===== src/rtl/home_ctrl_pkg.sv =====
// Shared appliance-mode encodings, mode LED patterns and mode-switch FSM states.
package home_ctrl_pkg;

  typedef enum logic [1:0] {
    ACTIVE   = 2'd0,
    REL_WAIT = 2'd1,
    GUARD    = 2'd2
  } state_e;

  localparam logic [1:0] MODE_MINSEC    = 2'd0;
  localparam logic [1:0] MODE_MICROWAVE = 2'd1;
  localparam logic [1:0] MODE_AIRCON    = 2'd2;

  localparam logic [2:0] LED_MINSEC    = 3'b100;
  localparam logic [2:0] LED_MICROWAVE = 3'b010;
  localparam logic [2:0] LED_AIRCON    = 3'b001;

  // The unused encoding 3 is treated as stopwatch everywhere.
  function automatic logic [1:0] mode_sanitize(input logic [1:0] m);
    return (m == 2'd3) ? MODE_MINSEC : m;
  endfunction

  function automatic logic [2:0] mode_led_of(input logic [1:0] m);
    case (m)
      MODE_MICROWAVE: return LED_MICROWAVE;
      MODE_AIRCON:    return LED_AIRCON;
      default:        return LED_MINSEC;
    endcase
  endfunction

  function automatic logic [2:0] mode_onehot(input logic [1:0] m);
    return 3'b001 << mode_sanitize(m);
  endfunction

endpackage


===== src/rtl/mode_switch_ctrl_cycle_timer.sv =====
// Free-running cycle counter with synchronous clear and a terminal-count pulse;
// the count wraps to zero on terminal count.
module cycle_timer #(
  parameter int W = 8
) (
  input  logic         clk_i,
  input  logic         rst_i,
  input  logic         clr_i,
  input  logic         en_i,
  input  logic [W-1:0] term_i,
  output logic         tc_o
);

  logic [W-1:0] cnt_q;

  assign tc_o = en_i && (cnt_q == term_i);

  always_ff @(posedge clk_i) begin
    if (rst_i || clr_i) begin
      cnt_q <= '0;
    end else if (en_i) begin
      cnt_q <= tc_o ? '0 : cnt_q + 1'b1;
    end
  end

endmodule


===== src/rtl/mode_switch_ctrl.sv =====
// Appliance mode sequencer: release handshake, blanked guard interval, then grant.
// Optional background-alert beeper is compiled in when BG_ALERT_EN is defined.
module mode_switch_ctrl
  import home_ctrl_pkg::*;
#(
  parameter int N_MODES      = 3,
  parameter int GUARD_CYCLES = 100000,
  parameter int ACK_TIMEOUT  = 10000000,
  parameter int BEEP_HALF    = 5000000
) (
  input  logic       clk,
  input  logic       reset,
  input  logic       next_req,
  input  logic [2:0] rel_ack,
  output logic [1:0] mode,
  output logic       mode_valid,
  output logic [2:0] rel_req,
  output logic       out_blank,
  output logic [2:0] mode_led,
  output logic       timeout_flag,
  output logic       busy
`ifdef BG_ALERT_EN
  ,
  input  logic [2:0] alert_req,
  output logic       alert_buzz,
  output logic [2:0] alert_pend
`endif
);

  localparam int CNT_MAX = (ACK_TIMEOUT > GUARD_CYCLES) ? ACK_TIMEOUT : GUARD_CYCLES;
  localparam int CNT_W   = (CNT_MAX > 1) ? $clog2(CNT_MAX) : 1;
  localparam logic [CNT_W-1:0] ACK_LAST   = CNT_W'(ACK_TIMEOUT - 1);
  localparam logic [CNT_W-1:0] GUARD_LAST = CNT_W'(GUARD_CYCLES - 1);
  localparam logic [1:0]       LAST_MODE  = 2'(N_MODES - 1);

  state_e     state_q, state_d;
  logic [1:0] mode_q, mode_d, mode_cur, mode_nxt;
  logic       timeout_flag_q, timeout_flag_d;
  logic       mode_valid_q, mode_valid_d;
  logic [2:0] rel_req_q, rel_req_d;
  logic       out_blank_q, out_blank_d;
  logic [2:0] mode_led_q, mode_led_d;
  logic       busy_q, busy_d;
  logic       tmr_tc, tmr_clr, tmr_en;
  logic [CNT_W-1:0] tmr_term;

  assign mode_cur = mode_sanitize(mode_q);
  assign mode_nxt = (mode_cur == LAST_MODE) ? MODE_MINSEC : mode_cur + 2'd1;

  // One counter serves both the ack timeout and the guard interval; it restarts on every state entry.
  assign tmr_en   = (state_q != ACTIVE);
  assign tmr_clr  = (state_d != state_q);
  assign tmr_term = (state_q == REL_WAIT) ? ACK_LAST : GUARD_LAST;

  cycle_timer #(.W(CNT_W)) u_switch_timer (
    .clk_i  (clk),
    .rst_i  (reset),
    .clr_i  (tmr_clr),
    .en_i   (tmr_en),
    .term_i (tmr_term),
    .tc_o   (tmr_tc)
  );

  always_comb begin
    state_d        = state_q;
    mode_d         = mode_q;
    timeout_flag_d = timeout_flag_q;
    case (state_q)
      ACTIVE: begin
        if (next_req) state_d = REL_WAIT;
      end
      REL_WAIT: begin
        if (rel_ack[mode_cur]) begin
          state_d        = GUARD;
          mode_d         = mode_nxt;
          timeout_flag_d = 1'b0;
        end else if (tmr_tc) begin
          state_d        = GUARD;
          mode_d         = mode_nxt;
          timeout_flag_d = 1'b1;
        end
      end
      GUARD: begin
        if (tmr_tc) state_d = ACTIVE;
      end
      default: begin
        state_d = ACTIVE;
        mode_d  = MODE_MINSEC;
      end
    endcase
    rel_req_d    = (state_d == REL_WAIT) ? mode_onehot(mode_d) : 3'b000;
    out_blank_d  = (state_d == GUARD);
    mode_valid_d = (state_d != GUARD);
    busy_d       = (state_d != ACTIVE);
    mode_led_d   = mode_led_of(mode_d);
  end

  always_ff @(posedge clk) begin
    if (reset) begin
      state_q        <= ACTIVE;
      mode_q         <= MODE_MINSEC;
      timeout_flag_q <= 1'b0;
      mode_valid_q   <= 1'b1;
      rel_req_q      <= 3'b000;
      out_blank_q    <= 1'b0;
      mode_led_q     <= LED_MINSEC;
      busy_q         <= 1'b0;
    end else begin
      state_q        <= state_d;
      mode_q         <= mode_d;
      timeout_flag_q <= timeout_flag_d;
      mode_valid_q   <= mode_valid_d;
      rel_req_q      <= rel_req_d;
      out_blank_q    <= out_blank_d;
      mode_led_q     <= mode_led_d;
      busy_q         <= busy_d;
    end
  end

  assign mode         = mode_q;
  assign mode_valid   = mode_valid_q;
  assign rel_req      = rel_req_q;
  assign out_blank    = out_blank_q;
  assign mode_led     = mode_led_q;
  assign timeout_flag = timeout_flag_q;
  assign busy         = busy_q;

`ifdef BG_ALERT_EN
  localparam int BEEP_W = (BEEP_HALF > 1) ? $clog2(BEEP_HALF) : 1;
  localparam logic [BEEP_W-1:0] BEEP_LAST = BEEP_W'(BEEP_HALF - 1);

  logic [2:0] alert_req_q, alert_pend_q, alert_pend_d;
  logic       beep_on_q, beep_on_d, buzz_q, buzz_d, beep_tc;

  cycle_timer #(.W(BEEP_W)) u_beep_timer (
    .clk_i  (clk),
    .rst_i  (reset),
    .clr_i  (~beep_on_q),
    .en_i   (beep_on_q),
    .term_i (BEEP_LAST),
    .tc_o   (beep_tc)
  );

  // A pending alert for the mode being entered is dropped on the same edge that grants it.
  always_comb begin
    alert_pend_d = (alert_pend_q | (alert_req & ~alert_req_q & ~mode_onehot(mode_cur)))
                   & ~mode_onehot(mode_d);
    beep_on_d    = (state_d == ACTIVE) && (|alert_pend_d);
    buzz_d       = 1'b0;
    if (beep_on_d) buzz_d = beep_on_q ? (buzz_q ^ beep_tc) : 1'b1;
  end

  always_ff @(posedge clk) begin
    if (reset) begin
      alert_req_q  <= 3'b000;
      alert_pend_q <= 3'b000;
      beep_on_q    <= 1'b0;
      buzz_q       <= 1'b0;
    end else begin
      alert_req_q  <= alert_req;
      alert_pend_q <= alert_pend_d;
      beep_on_q    <= beep_on_d;
      buzz_q       <= buzz_d;
    end
  end

  assign alert_buzz = buzz_q;
  assign alert_pend = alert_pend_q;
`endif

endmodule


===== config.mk =====
export PLATFORM = sky130hd
export DESIGN_NAME = mode_switch_ctrl
export DESIGN_NICKNAME = d
export VERILOG_FILES = /design/src/rtl/home_ctrl_pkg.sv /design/src/rtl/mode_switch_ctrl_cycle_timer.sv /design/src/rtl/mode_switch_ctrl.sv
export SDC_FILE = /design/constraint.sdc
export NUM_CORES = 1
export LEC_CHECK = 0
export CAP_MARGIN = 30
export CORE_MARGIN = 2
export CORE_UTILIZATION = 30
export DETAILED_ROUTE_END_ITERATION = 8
export DONT_BUFFER_PORTS = 1
export PLACE_DENSITY_LB_ADDON = 0.05
export SETUP_SLACK_MARGIN = 0.2
export SYNTH_ARGS = -nofsm -noshare
export SYNTH_HDL_FRONTEND = slang
export SYNTH_SLANG_ARGS = --single-unit

===== constraint.sdc =====
create_clock -name clk -period 3.25 [get_ports clk]
set_input_delay 0.975 -clock clk [delete_from_list [all_inputs] [get_ports clk]]
set_output_delay 0.975 -clock clk [all_outputs]
set_load 0.01 [all_outputs]

==> results.yml <==
status:
  outcome: "completed"
timing:
  drv_slew: 0
  fmax_mhz: 357.4
  rsz0062_at_grt: "no"
  timing.slew.headroom: 0.4848
  layout_setup_ws_ns: 0.4522
  fin_setup_tns_ns: 0
  worst_pin_slew_ns: 0.7658
  finalCritPeriodShare: 0.8609
  setup_viol: 0
  final-hold-violation-count: 0
  hold_slack_ns: 0.5491
  final.min_clock_period_ns: 2.798
  finClkSkew_ns: 0.007885
drt:
  vias: 1413
  wl_per_cell_microns: 14.26
  firstDrtPassIters: 4
  drt_wl_total_microns: 3951
  drt_iter0_drc: 32
  ant_nets: 0
  vias_per_cell: 5.101
  drcViolationCount: 0
global_route:
  grt-ovfl-total: 0
  grt_max_degree: 25
  antenna_found_initial: 0
  grt.met3_usage: 0.03502
  grt_pass1_wl_microns: 6741
  grtUsageMet1: 0.1533
  grt_busiest_layer: "met2"
  met2_usage: 0.1811
  grt_pass1_vias: 1364
  track_usage: 0.1168
yosys:
  yosys.area.top_type: "dfxtp_1"
  yosysUniqueCellTypes: 48
  synth_xor_area_frac: 0.1023
  synth_top_cell_area_share: 0.3863
  synthMuxAreaShare: 0.01017
  ys_seq_elements: 38
  syn_inst: 204
  syn_avg_cell_area_sq_um: 9.654
  synthAdderAreaFrac: 0.04447
  synth_compound_area_frac: 0.1252
  synth_area_sq_mm: 0.001969
  synth_area_leaders: "dfxtp_1 39%, xor2_1 6.7%, nor2_1 5.1%"
  async_flop_share: 0
  syn_nets: 217
  ys_seq_area_frac: 0.3863
  synth_top_family_by_area: "simple AND/OR/NAND/NOR gates"
  synthFlopType: "dfxtp_1"
  synthSimpleGateAreaFrac: 0.2529
  ys_warn_count: 0
  synth_edf_count: 0
clock_tree:
  clockBufferDepth: 2
  post-cts-setup-buffer-count: 0
  clk_pin_slew_ns: 0.07
  htree_levels: 2
  postCtsResizedCells: 0
  root_buffer: "clkbuf_8"
  postCtsHoldBufs: 0
  clk_latency_ns: 0.29
  cts.sinks: 38
  cts_tree: "built"
  cts_buffers: 5
pwr:
  p_int_w: 0.0006855
  leakagePower_nw: 0.6698
  clock_power_share: 0.364
  power_density_mw_per_mm2: 449.3
  netSwitchingFraction: 0.2492
  power_frac_comb: 0.091
  seq_power_share: 0.545
  p_sw_w: 0.0002276
  ir_drop_mv: 0.1880
worst_hold_path:
  min_path_cells: 2
  hp-class: "flop to flop"
  hold_end: "u_switch_timer.cnt_q[10]$_SDFFE_PP0N_"
  hp-start: "u_switch_timer.cnt_q[10]$_SDFFE_PP0N_"
worst_setup_path:
  critPathMaxStageDelay_ns: 0.57
  r2r_setup_slack_ns: 0.45
  endpoint_kind: "flop"
  worstPathRequired_ns: 3.48
  worstPathMaxFanout: 10
  startpoint: "state_q[0]$_SDFF_PP0_"
  r2r-end: "mode_led[0]$_SDFF_PP0_"
  cp_cell_sequence: "nand2b_4, or4_4, a2111oi_4, o31ai_2, a32o_1, ha_1, or2_2, nor2_1"
  critPathBufInv: 0
  critPathTopFamily: "simple AND/OR/NAND/NOR gates"
  arrival_ns: 3.03
  critical_path_class: "flop to flop"
  start_kind: "flop"
  r2r_cells: 8
  r2r-start: "state_q[0]$_SDFF_PP0_"
  cp_slowest_cell: "or4_4"
  path_depth: 8
place:
  port_buffers: 0
  place.gp.congestion: 0.7293
  post-dp-hpwl_microns: 2907
  pre_cts_slack_ns: 0.4638
finish:
  diodes: 0
  layout.nets: 212
  syn2layout_area_growth_pct: 3.177
  drive_gt1_frac: 0.1350
  n_fill_cell: 673
floorplanning:
  core_area_sq_mm: 0.006350
  die_h_microns: 85.02
  start_util: 0.3101
  num_rows: 29
  io_pins: 18
  die_area_sq_mm: 0.007228
  die_w_microns: 85.02
flow_run:
  maxCapViolations: 0
==> state kept, by name, indices dropped and copies added (netlist names) <==
name,cells
out_blank,1
u_switch_timer.cnt_q,24
mode_led,3
mode,2
state_q,2
mode_valid,1
busy,1
timeout_flag,1
rel_req,3
==> kinds of logic after synthesis <==
logic type | after synthesis
compound gates | 24
xor+xnor | 23
fa+ha+maj | 7
buf+inv | 20
flops | 38
mux | 2
simple gates | 90
==> cell type report <==
cell class	instances	area, sq um	area share
clock buffer	7	86.33	0.04249
clock inverter	1	5.005	0.002463
inverter	8	30.03	0.01478
multi-input combinational	146	1054	0.5185
sequential	38	760.7	0.3744
tap	77	96.34	0.04741
==> cells in the final DEF, fill, tap and decap left out, types with 2 or more instances in the layout <==
| cell type | instances |
|---|---|
| nand2_1 | 10 |
| xor2_1 | 15 |
| and3_1 | 2 |
| or2_2 | 3 |
| dfxtp_1 | 38 |
| nand4_1 | 9 |
| a21oi_1 | 2 |
| nand3b_1 | 2 |
| o2bb2ai_1 | 2 |
| nor2_1 | 27 |
| a32oi_1 | 2 |
| and4_1 | 3 |
| nand3_1 | 10 |
| inv_1 | 8 |
| nor4_1 | 4 |
| nor3_1 | 6 |
| xnor2_1 | 8 |
| ha_1 | 7 |
| clkbuf_8 | 6 |
| and3_2 | 3 |
| nor4b_1 | 2 |
| a32o_1 | 2 |
| a211oi_1 | 2 |
| mux2i_1 | 2 |
| and2b_2 | 3 |
| a32o_2 | 2 |
==> cell usage after synthesis, drive strengths merged, types with 3 or more instances <==
cell    instances
buf             6
nor3            6
nand3          10
and4            3
nor2           27
and2b           3
nand2          10
a211oi          3
clkbuf          5
nand4           9
and3            5
inv             8
a32o            4
xnor2           8
nor4            4
ha              7
dfxtp          38
or2             3
xor2           15
==> worst register-to-register path: stages, from the launching register on <==
cell	delay [ns]
dfxtp_1	0.55
nand2b_4	0.11
or4_4	0.57
a2111oi_4	0.45
o31ai_2	0.16
a32o_1	0.26
ha_1	0.26
or2_2	0.29
nor2_1	0.08
==> worst max path at each step <==
stage,endpoint,slack [ns]
final,mode_led[0]$_SDFF_PP0_,0.45
after global routing,mode_led[0]$_SDFF_PP0_,0.30
after floorplan,mode_led[0]$_SDFF_PP0_,0.63
after CTS,mode_led[0]$_SDFF_PP0_,0.44
after global placement,mode_led[1]$_SDFF_PP0_,0.51
after detailed placement,mode_led[0]$_SDFF_PP0_,0.46
==> power by group through the flow <==
stage / sequential, W / combinational (W) / clock (W)
after CTS: 0.000498 / 0.0000846 / 0.000351
final: 0.000497 / 0.0000831 / 0.000333
after floorplan: 0.000501 / 0.0000906 / 0
after global routing: 0.000500 / 0.0000942 / 0.000373
after global placement: 0.000509 / 0.0000834 / 0
after detailed placement: 0.000509 / 0.0000844 / 0
==> through the flow <==
step | std cells | utilization | instance area, sq um | power [W]
detailed placement | 269 | 0.3056 | 1941 | 0.0005931
CTS | 277 | 0.3200 | 2032 | 0.0009336
global placement | 269 | 0.3056 | 1941 | 0.0005924
finish | 277 | 0.3200 | 2032 | 0.0009130
global route | 277 | 0.3200 | 2032 | 0.0009674
floorplan | 204 | - | 1969 | 0.0005911
==> layer usage <==
| metal | vias to the layer above | part of all wire |
|---|---|---|
| met4 | 0 | 0.013 |
| met1 | 677 | 0.49 |
| li1 | 714 | - |
| met2 | 18 | 0.46 |
| met5 | - | 0 |
| met3 | 4 | 0.042 |
Note: power is estimated with default switching activity, not from simulation.
